<file path="src/rtl/spi_target_pkg.sv">
// Shared constants and types for the SPI target peripheral.
// Latency: n/a (declarations only).
// Backpressure: n/a.
package spi_target_pkg;

    // Byte offsets inside the 16-byte register window
    localparam logic [3:0] REG_CTRL   = 4'h0;
    localparam logic [3:0] REG_STATUS = 4'h4;
    localparam logic [3:0] REG_TXDATA = 4'h8;
    localparam logic [3:0] REG_RXDATA = 4'hC;

    // CTRL bit positions
    localparam int CTRL_EN     = 0;
    localparam int CTRL_IE_RX  = 1;
    localparam int CTRL_IE_TX  = 2;
    localparam int CTRL_IE_OVR = 3;

    // STATUS bit positions
    localparam int STAT_RX_VALID = 0;
    localparam int STAT_TX_EMPTY = 1;
    localparam int STAT_OVERRUN  = 2;
    localparam int STAT_BUSY     = 3;

    // Shift engine states
    typedef enum logic {
        IDLE   = 1'b0,
        ACTIVE = 1'b1
    } eng_state_t;

    // Byte shifted out when the host clocks a frame with nothing queued
    localparam logic [7:0] TX_IDLE_BYTE = 8'hFF;

endpackage

</file>
<file path="src/rtl/spi_target_sync.sv">
// N-stage synchronizer for one asynchronous pin; every stage resets to 1 (idle level of cs_n).
// Latency: N clk from pin to q.
// Backpressure: none.
// Ports: clk, rst_n (async active-low), d (async pin), q (synchronized level).
module spi_target_sync #(
    parameter int N = 2
) (
    input  logic clk,
    input  logic rst_n,
    input  logic d,
    output logic q
);

    logic [N-1:0] ff;

    always_ff @(posedge clk or negedge rst_n) begin
        if (!rst_n) begin
            ff <= '1;
        end else begin
            ff <= {ff[N-2:0], d};
        end
    end

    assign q = ff[N-1];

endmodule

</file>
<file path="src/rtl/spi_target.sv">
// Memory-mapped SPI target: mode 0, MSB first, 8-bit frames, with CTRL/STATUS/TXDATA/RXDATA registers.
// Latency: bus reads combinational; pin edges act SYNC_STAGES+1 clk after they occur.
// Backpressure: none; a byte completing while rx_valid is still set raises overrun and overwrites rx_hold.
// Ports: clk/rst_n; mem_addr/mem_wdata/mem_we/mem_re/mem_rdata core bus (rdata 0 when not addressed);
//        ena = CTRL.EN for the pin mux; spi_cs_n/spi_sclk/spi_mosi in; spi_miso/spi_miso_oe out; irq level.
module spi_target
    import spi_target_pkg::*;
#(
    parameter logic [31:0] SPI_TARGET_BASE_ADDR = 32'h4000_6000,
    parameter int          SYNC_STAGES          = 2
) (
    input  logic        clk,
    input  logic        rst_n,
    input  logic [31:0] mem_addr,
    input  logic [31:0] mem_wdata,
    input  logic        mem_we,
    input  logic        mem_re,
    output logic [31:0] mem_rdata,
    output logic        ena,
    input  logic        spi_cs_n,
    input  logic        spi_sclk,
    input  logic        spi_mosi,
    output logic        spi_miso,
    output logic        spi_miso_oe,
    output logic        irq
);

    // ---------------- pin synchronization and edge detection ----------------
    logic cs_s, sclk_s, mosi_s;
    logic cs_prev, sclk_prev;
    logic cs_fall, cs_rise, sclk_rise, sclk_fall;

    spi_target_sync #(.N(SYNC_STAGES)) u_sync_cs   (.clk(clk), .rst_n(rst_n), .d(spi_cs_n), .q(cs_s));
    spi_target_sync #(.N(SYNC_STAGES)) u_sync_sclk (.clk(clk), .rst_n(rst_n), .d(spi_sclk), .q(sclk_s));
    spi_target_sync #(.N(SYNC_STAGES)) u_sync_mosi (.clk(clk), .rst_n(rst_n), .d(spi_mosi), .q(mosi_s));

    always_ff @(posedge clk or negedge rst_n) begin
        if (!rst_n) begin
            cs_prev   <= 1'b1;
            sclk_prev <= 1'b1;
        end else begin
            cs_prev   <= cs_s;
            sclk_prev <= sclk_s;
        end
    end

    assign cs_fall   =  cs_prev   & ~cs_s;
    assign cs_rise   = ~cs_prev   &  cs_s;
    assign sclk_rise = ~sclk_prev &  sclk_s;
    assign sclk_fall =  sclk_prev & ~sclk_s;

    // ---------------- bus decode ----------------
    logic       hit;
    logic [3:0] offs;
    logic       re_q;
    logic       wr_ctrl, wr_status, wr_tx, rd_rx_clr;

    assign hit       = (mem_addr[31:4] == SPI_TARGET_BASE_ADDR[31:4]);
    assign offs      = mem_addr[3:0];
    assign wr_ctrl   = mem_we && hit && (offs == REG_CTRL);
    assign wr_status = mem_we && hit && (offs == REG_STATUS);
    assign wr_tx     = mem_we && hit && (offs == REG_TXDATA);
    // Only the first cycle of a read strobe consumes the received byte
    assign rd_rx_clr = mem_re && !re_q && hit && (offs == REG_RXDATA);

    always_ff @(posedge clk or negedge rst_n) begin
        if (!rst_n) re_q <= 1'b0;
        else        re_q <= mem_re;
    end

    // ---------------- engine FSM ----------------
    logic [3:0] ctrl;
    logic       en;
    eng_state_t state, state_nxt;
    logic       start, shift_rise, shift_fall, stop;

    assign en = ctrl[CTRL_EN];

    always_ff @(posedge clk or negedge rst_n) begin
        if (!rst_n) state <= IDLE;
        else        state <= state_nxt;
    end

    always_comb begin
        state_nxt = state;
        case (state)
            IDLE:    if (en && cs_fall)  state_nxt = ACTIVE;
            ACTIVE:  if (!en || cs_rise) state_nxt = IDLE;
            default: state_nxt = IDLE;
        endcase
    end

    // Leaving ACTIVE masks any sclk edge seen in the same cycle
    always_comb begin
        start      = 1'b0;
        shift_rise = 1'b0;
        shift_fall = 1'b0;
        stop       = 1'b0;
        case (state)
            IDLE: start = en && cs_fall;
            ACTIVE: begin
                if (!en || cs_rise) begin
                    stop = 1'b1;
                end else begin
                    shift_rise = sclk_rise;
                    shift_fall = sclk_fall;
                end
            end
            default: ;
        endcase
    end

    // ---------------- shift datapath ----------------
    logic       rx_valid, tx_empty, overrun;
    logic [7:0] tx_hold, rx_hold, shreg, load_byte, rx_next;
    logic [2:0] bit_cnt;
    logic       miso_q;
    logic       byte_done, load;

    // One register serves both directions: MSB goes out, mosi enters at the LSB
    assign load_byte = tx_empty ? TX_IDLE_BYTE : tx_hold;
    assign rx_next   = {shreg[6:0], mosi_s};
    assign byte_done = shift_rise && (bit_cnt == 3'd7);
    assign load      = start || byte_done;

    always_ff @(posedge clk or negedge rst_n) begin
        if (!rst_n) begin
            shreg   <= '0;
            bit_cnt <= '0;
            miso_q  <= 1'b1;
        end else if (start) begin
            shreg   <= load_byte;
            bit_cnt <= '0;
            miso_q  <= load_byte[7];
        end else if (shift_rise) begin
            shreg   <= byte_done ? load_byte : rx_next;
            bit_cnt <= bit_cnt + 3'd1;
        end else if (shift_fall) begin
            miso_q  <= shreg[7];
        end else if (stop) begin
            miso_q  <= 1'b1;
        end
    end

    // ---------------- registers ----------------
    always_ff @(posedge clk or negedge rst_n) begin
        if (!rst_n) begin
            ctrl     <= '0;
            tx_hold  <= '0;
            tx_empty <= 1'b1;
            rx_hold  <= '0;
            rx_valid <= 1'b0;
            overrun  <= 1'b0;
        end else begin
            if (wr_ctrl) ctrl <= mem_wdata[3:0];

            // A write racing a load: the load takes the old tx_hold, the new byte stays queued
            if (wr_tx) begin
                tx_hold  <= mem_wdata[7:0];
                tx_empty <= 1'b0;
            end else if (load) begin
                tx_empty <= 1'b1;
            end

            // Capture beats a same-cycle read-clear, and that read does not count as an overrun
            if (byte_done) begin
                rx_hold  <= rx_next;
                rx_valid <= 1'b1;
            end else if (rd_rx_clr) begin
                rx_valid <= 1'b0;
            end

            if (byte_done && rx_valid && !rd_rx_clr) begin
                overrun <= 1'b1;
            end else if (wr_status && mem_wdata[STAT_OVERRUN]) begin
                overrun <= 1'b0;
            end
        end
    end

    // ---------------- read mux and outputs ----------------
    always_comb begin
        mem_rdata = '0;
        if (mem_re && hit) begin
            case (offs)
                REG_CTRL:   mem_rdata[3:0] = ctrl;
                REG_STATUS: begin
                    mem_rdata[STAT_RX_VALID] = rx_valid;
                    mem_rdata[STAT_TX_EMPTY] = tx_empty;
                    mem_rdata[STAT_OVERRUN]  = overrun;
                    mem_rdata[STAT_BUSY]     = ~cs_s;
                end
                REG_TXDATA: mem_rdata[7:0] = tx_hold;
                REG_RXDATA: mem_rdata[7:0] = rx_hold;
                default:    mem_rdata = '0;
            endcase
        end
    end

    logic unused_wdata;
    assign unused_wdata = ^mem_wdata[31:8];

    assign ena         = en;
    assign spi_miso    = miso_q;
    assign spi_miso_oe = en & ~cs_s;
    assign irq         = (rx_valid & ctrl[CTRL_IE_RX])
                       | (tx_empty & ctrl[CTRL_IE_TX])
                       | (overrun  & ctrl[CTRL_IE_OVR]);

endmodule
</file>
<file path="config.mk">
export PLATFORM = sky130hd
export DESIGN_NAME = spi_target
export DESIGN_NICKNAME = d
export VERILOG_FILES = /design/src/rtl/spi_target_pkg.sv /design/src/rtl/spi_target_sync.sv /design/src/rtl/spi_target.sv
export SDC_FILE = /design/constraint.sdc
export NUM_CORES = 1
export LEC_CHECK = 0
export CORE_MARGIN = 4
export CORE_UTILIZATION = 46
export CTS_BUF_LIST = sky130_fd_sc_hd__clkbuf_4 sky130_fd_sc_hd__clkbuf_8
export CTS_CLUSTER_SIZE = 12
export DETAILED_ROUTE_END_ITERATION = 8
export GPL_TIMING_DRIVEN = 0
export PLACE_DENSITY_LB_ADDON = 0.05
export REMOVE_ABC_BUFFERS = 1
export SYNTH_ARGS = -nofsm -noshare
export SYNTH_HDL_FRONTEND = slang
export SYNTH_SLANG_ARGS = --single-unit
</file>
<file path="constraint.sdc">
create_clock -name clk -period 6.2 [get_ports clk]
set_clock_uncertainty 0.15 [all_clocks]
set_input_delay 1.24 -clock clk [delete_from_list [all_inputs] [get_ports clk]]
set_output_delay 1.24 -clock clk [all_outputs]
set_load 0.02 [all_outputs]
</file>
=== After elaboration in Yosys (flattened, before gate mapping) ===
Index checks and enable logic that the tools add are counted.

* Equality and inequality tests: 6
* Mux-type cells: 29
* Bitwise operators: 15
* Reductions and logical operators: 25
* Add/sub/neg operators: 1

{| class="wikitable"
|+ Operators by type and width
! kind !! number
|-
| 8-bit two-way mux || 5
|-
| 28-bit by 27-bit == test with 1-bit output (second input constant) || 1
|-
| 1-bit two-way mux || 19
|-
| 4-bit one-hot mux with 4 select lines || 1
|-
| 1-bit logical AND || 13
|-
| 1-bit AND || 8
|-
| 4-bit == test (second input constant) || 2
|-
| 4-bit one-hot mux with 2 select lines || 1
|-
| 2-bit nonzero test || 4
|-
| 3-bit two-way mux || 2
|-
| 1-bit NOT || 5
|-
| 4-bit by 3-bit == test with 1-bit output (second input constant) || 1
|-
| 4-bit logical NOT || 1
|-
| 3-bit by 1-bit adder with 3-bit output (second input constant) || 1
|-
| 3-bit == test (second input constant) || 1
|-
| 1-bit logical NOT || 3
|-
| 3-bit nonzero test || 1
|-
| 1-bit logical OR || 2
|-
| 2-bit inequality test (second input constant) || 1
|-
| 1-bit OR || 2
|-
| 1-bit one-hot mux with 2 select lines || 1
|-
| 2-bit AND reduction || 1
|}

* Output and inout port bits: 36
* Register bits after elaboration: 45
* Input bits: 71
* Word-level logic and storage cells: 92

=== Longest topological paths before layout ===
* Depth after elaboration: 9
* Depth in mapped cells: 6
* Gate-level depth less buffers: 5

=== By module ===
From an unflattened synthesis, not the netlist that was laid out.

* Cell total of the unflattened synthesis: 202
* Area, all modules: 2329.7 um2

{| class="wikitable"
|+ By module, submodules not included
! module !! seq. area each (um2) !! times used !! area each (um2) !! cells an instance
|-
| spi_target || 980.9 || 1 || 2172.1 || 196
|-
| spi_target_sync || 52.6 || 3 || 52.6 || 2
|}

=== Worst setup path after synthesis ===
Ideal clock, no wire load.

* Kind: input -> output
* Start: input mem_addr[17]
* End: output mem_rdata[0]
* Buffers on the path: 1
* Arrival: 3068 ps
* Data required time: 4810 ps
* Setup slack: 1742 ps
* Stages: 5
* Cell sequence: nor4b_1 -> nand4_2 -> or3_1 -> buf_2 -> nor4_1

* Word-level cells in the longest chain between the ends: 3

{| class="wikitable"
|+ Ends and longest elaborated chain
! item !! RTL line !! text
|-
| start, declared || spi_target.sv:14 || <nowiki>input logic [31:0] mem_addr,</nowiki>
|-
| 28-bit by 27-bit == test with 1-bit output || spi_target.sv:58 || <nowiki>assign hit = (mem_addr[31:4] == SPI_TARGET_BASE_ADDR[31:4]);</nowiki>
|-
| 1-bit logical AND || spi_target.sv:184 || <nowiki>if (mem_re && hit) begin</nowiki>
|-
| 8-bit two-way mux || spi_target.sv:184 ||
|-
| end, declared || spi_target.sv:18 || <nowiki>output logic [31:0] mem_rdata,</nowiki>
|}

Every way passes these cells.

=== Worst setup path after layout ===
* Start: input mem_addr[30]
* End: output mem_rdata[3]

Same word-level chain as after synthesis.

==> metrics.cfg <==
[placement]
dp_hpwl_um=3860
place_ws_ps=761
dp_cells=326
portBuffers=58
routabilityCongestion=0.786

[sta]
max-slew-margin-rel=0.127
max_freq_mhz=186
timing.final.hold_violations=0
setup_viol=0
period_needed_ps=5380
min_period_over_period=0.868
tightest_slew_ps=1300
drv_slew=0
rsz0062_at_grt=false
timing.setup.tns_ps=0
setup_ws_ps=817

[synthesis]
syn_area_mm2=0.00234
synth-main-ff-cell=dfrtp_1
async_flop_share=1.00
yosys_warnings=0
synth_top_area_frac=0.374
synth_area_leader_cell=dfrtp_1
synth.avg_cell_area_um2=11.2
synth_cells=210
synth_common_cells=dfrtp_1, buf_4, mux2_2
ys_top_cells_by_area=dfrtp_1, dfstp_2, mux2_2
synth.most_common_cell=dfrtp_1
synth_cell_types=40
synth_enable_flop_cells=0
ys_ff_latch=45
ys_seq_area_frac=0.486

[run]
maxCapViolCount=0

[finish]
drive_above_1_share=0.180
fin_cells=334
finalNetCount=339
n_antenna_cell=0
syn_to_final_growth_pct=27.7

[cts]
cts.repair.resized=0
hold_buffers=0
cts_tree=done
post_cts_buffers=0
cts.htree.levels=2
clock_latency_ps=290
clockRootBuffer=clkbuf_8
path_clk_slew_ps=70
cts_sinks=45
clockBufferDepth=2
cts_buffers=5

[status]
outcome=finished clean

[floorplanning]
die_h_um=79.4
core_area_mm2=0.00482
die_w_um=79.4
pin_count=107
initial_core_util=0.486
dieArea_mm2=0.00630
std_cell_rows=25

[routing]
drc=0
routed_wl_um=5150
vias=1751
wl_per_cell_um=15.4
antenna_left=0
post_drt_via_cell_ratio=5.24
dr.pass1.iters=5
drt_iter0_markers=71

[worst_setup_path]
cp.arrival_ps=3990
required_ps=4810
cp-start-kind=input pin
crit_type=in2out
cp_max_fo=8
critPathCaptureType=primary output

[min_path]
hold_class=reg2reg

[global_routing]
grt_max_degree=37
grt_pass1_vias=1658
antenna_found_initial=0
overflow=0
grt_pass1_wl_um=8060
grtUsageTotal=0.165

[power_and_ir_drop]
vdd_ir_drop_max_v=0.000136
powerDensity_mw_per_mm2=183
leakage_nw=1.30

## report_power, final
group / internal, W / switching [W]
Clock: 0.0000949 / 0.0000941
Sequential: 0.000298 / 0.00000193
Combinational: 0.0000300 / 0.0000295
## sequential cells by signal, summed over array words and instances (netlist names), 2 cells and up
signal,flops
bit_cnt,3
u_sync_cs.ff,2
rx_hold,8
tx_hold,8
ctrl,4
u_sync_mosi.ff,2
shreg,8
u_sync_sclk.ff,2
## path summary, 6_finish.rpt
kind                                 start           endpoint  slack [ps]  cells past startpoint
setup / recovery              mem_addr[30]       mem_rdata[3]         820                      6
hold / removal             u_sync_cs.ff[0]    u_sync_cs.ff[1]         210                      0
setup reg to reg           u_sync_cs.ff[1]           shreg[0]        3830                      4
hold reg to reg            u_sync_cs.ff[0]    u_sync_cs.ff[1]         210                      0
max in group asynchronous            rst_n  u_sync_mosi.ff[1]        4730                      2
min in group asynchronous            rst_n            ctrl[0]         650                      1
## cells in the final DEF, fill, tap and decap left out, types with 2 or more instances in the layout
cell type,n
a21oi_1,5
a221oi_1,9
a22o_1,7
a22oi_1,4
clkbuf_8,6
clkdlybuf4s50_1,57
conb_1,24
dfrtp_1,35
dfstp_2,10
ha_1,2
inv_1,11
mux2_2,21
nand2_1,11
nand2b_1,3
nand3_1,2
nor2_1,9
nor3_1,5
nor4_1,11
nor4_4,2
nor4b_1,3
nor4bb_1,3
o21ai_0,3
or3_1,4
## cells by family (layout without fill, tap and decap cells)
| logic type | count (synthesis) | count (layout) | synth area share |
|---|---|---|---|
| AOI/OAI and AO/OA | 34 | 34 | 0.110 |
| adders and majority gates | 3 | 3 | 0.0149 |
| buffers and inverters | 45 | 79 | 0.114 |
| other | 1 | 24 | 0.00160 |
| and+or+nand+nor | 61 | 61 | 0.173 |
| DFF | 45 | 45 | 0.486 |
| muxes | 21 | 21 | 0.101 |
## cell type report
| cell class | instances | area, um^2 |
|---|---|---|
| clock inverters | 1 | 7.51 |
| repair buffers | 59 | 596 |
| clock buffers | 7 | 90.1 |
| fillers | 403 | 1820 |
| multi-input cells | 143 | 1030 |
| inverters | 12 | 45.0 |
| well taps | 67 | 83.8 |
| flip-flops and latches | 45 | 1140 |
## layer usage
metal | track usage | share of wire
met1 | 0.202 | 0.41
met2 | 0.278 | 0.46
met3 | 0.0564 | 0.12
met4 | 0.0412 | 0.0095
met5 | 0 | 0
## per-stage QoR
step	hold slack (ps)	utilization	power (W)	area, um^2
floorplan	195	-	0.000325	2210
global placement	196	0.596	0.000364	2870
detailed placement	197	0.599	0.000365	2890
CTS	209	0.620	0.000556	2990
global route	212	0.621	0.000573	2990
finish	208	0.621	0.000549	2990
## worst max-delay path: stages
cell,delay (ps)
clkdlybuf4s50_1,440
nor4bb_1,350
nand4_2,270
or3_1,600
nor4_1,400
clkdlybuf4s50_1,680
No activity file was read; power rests on OpenSTA's default activity.
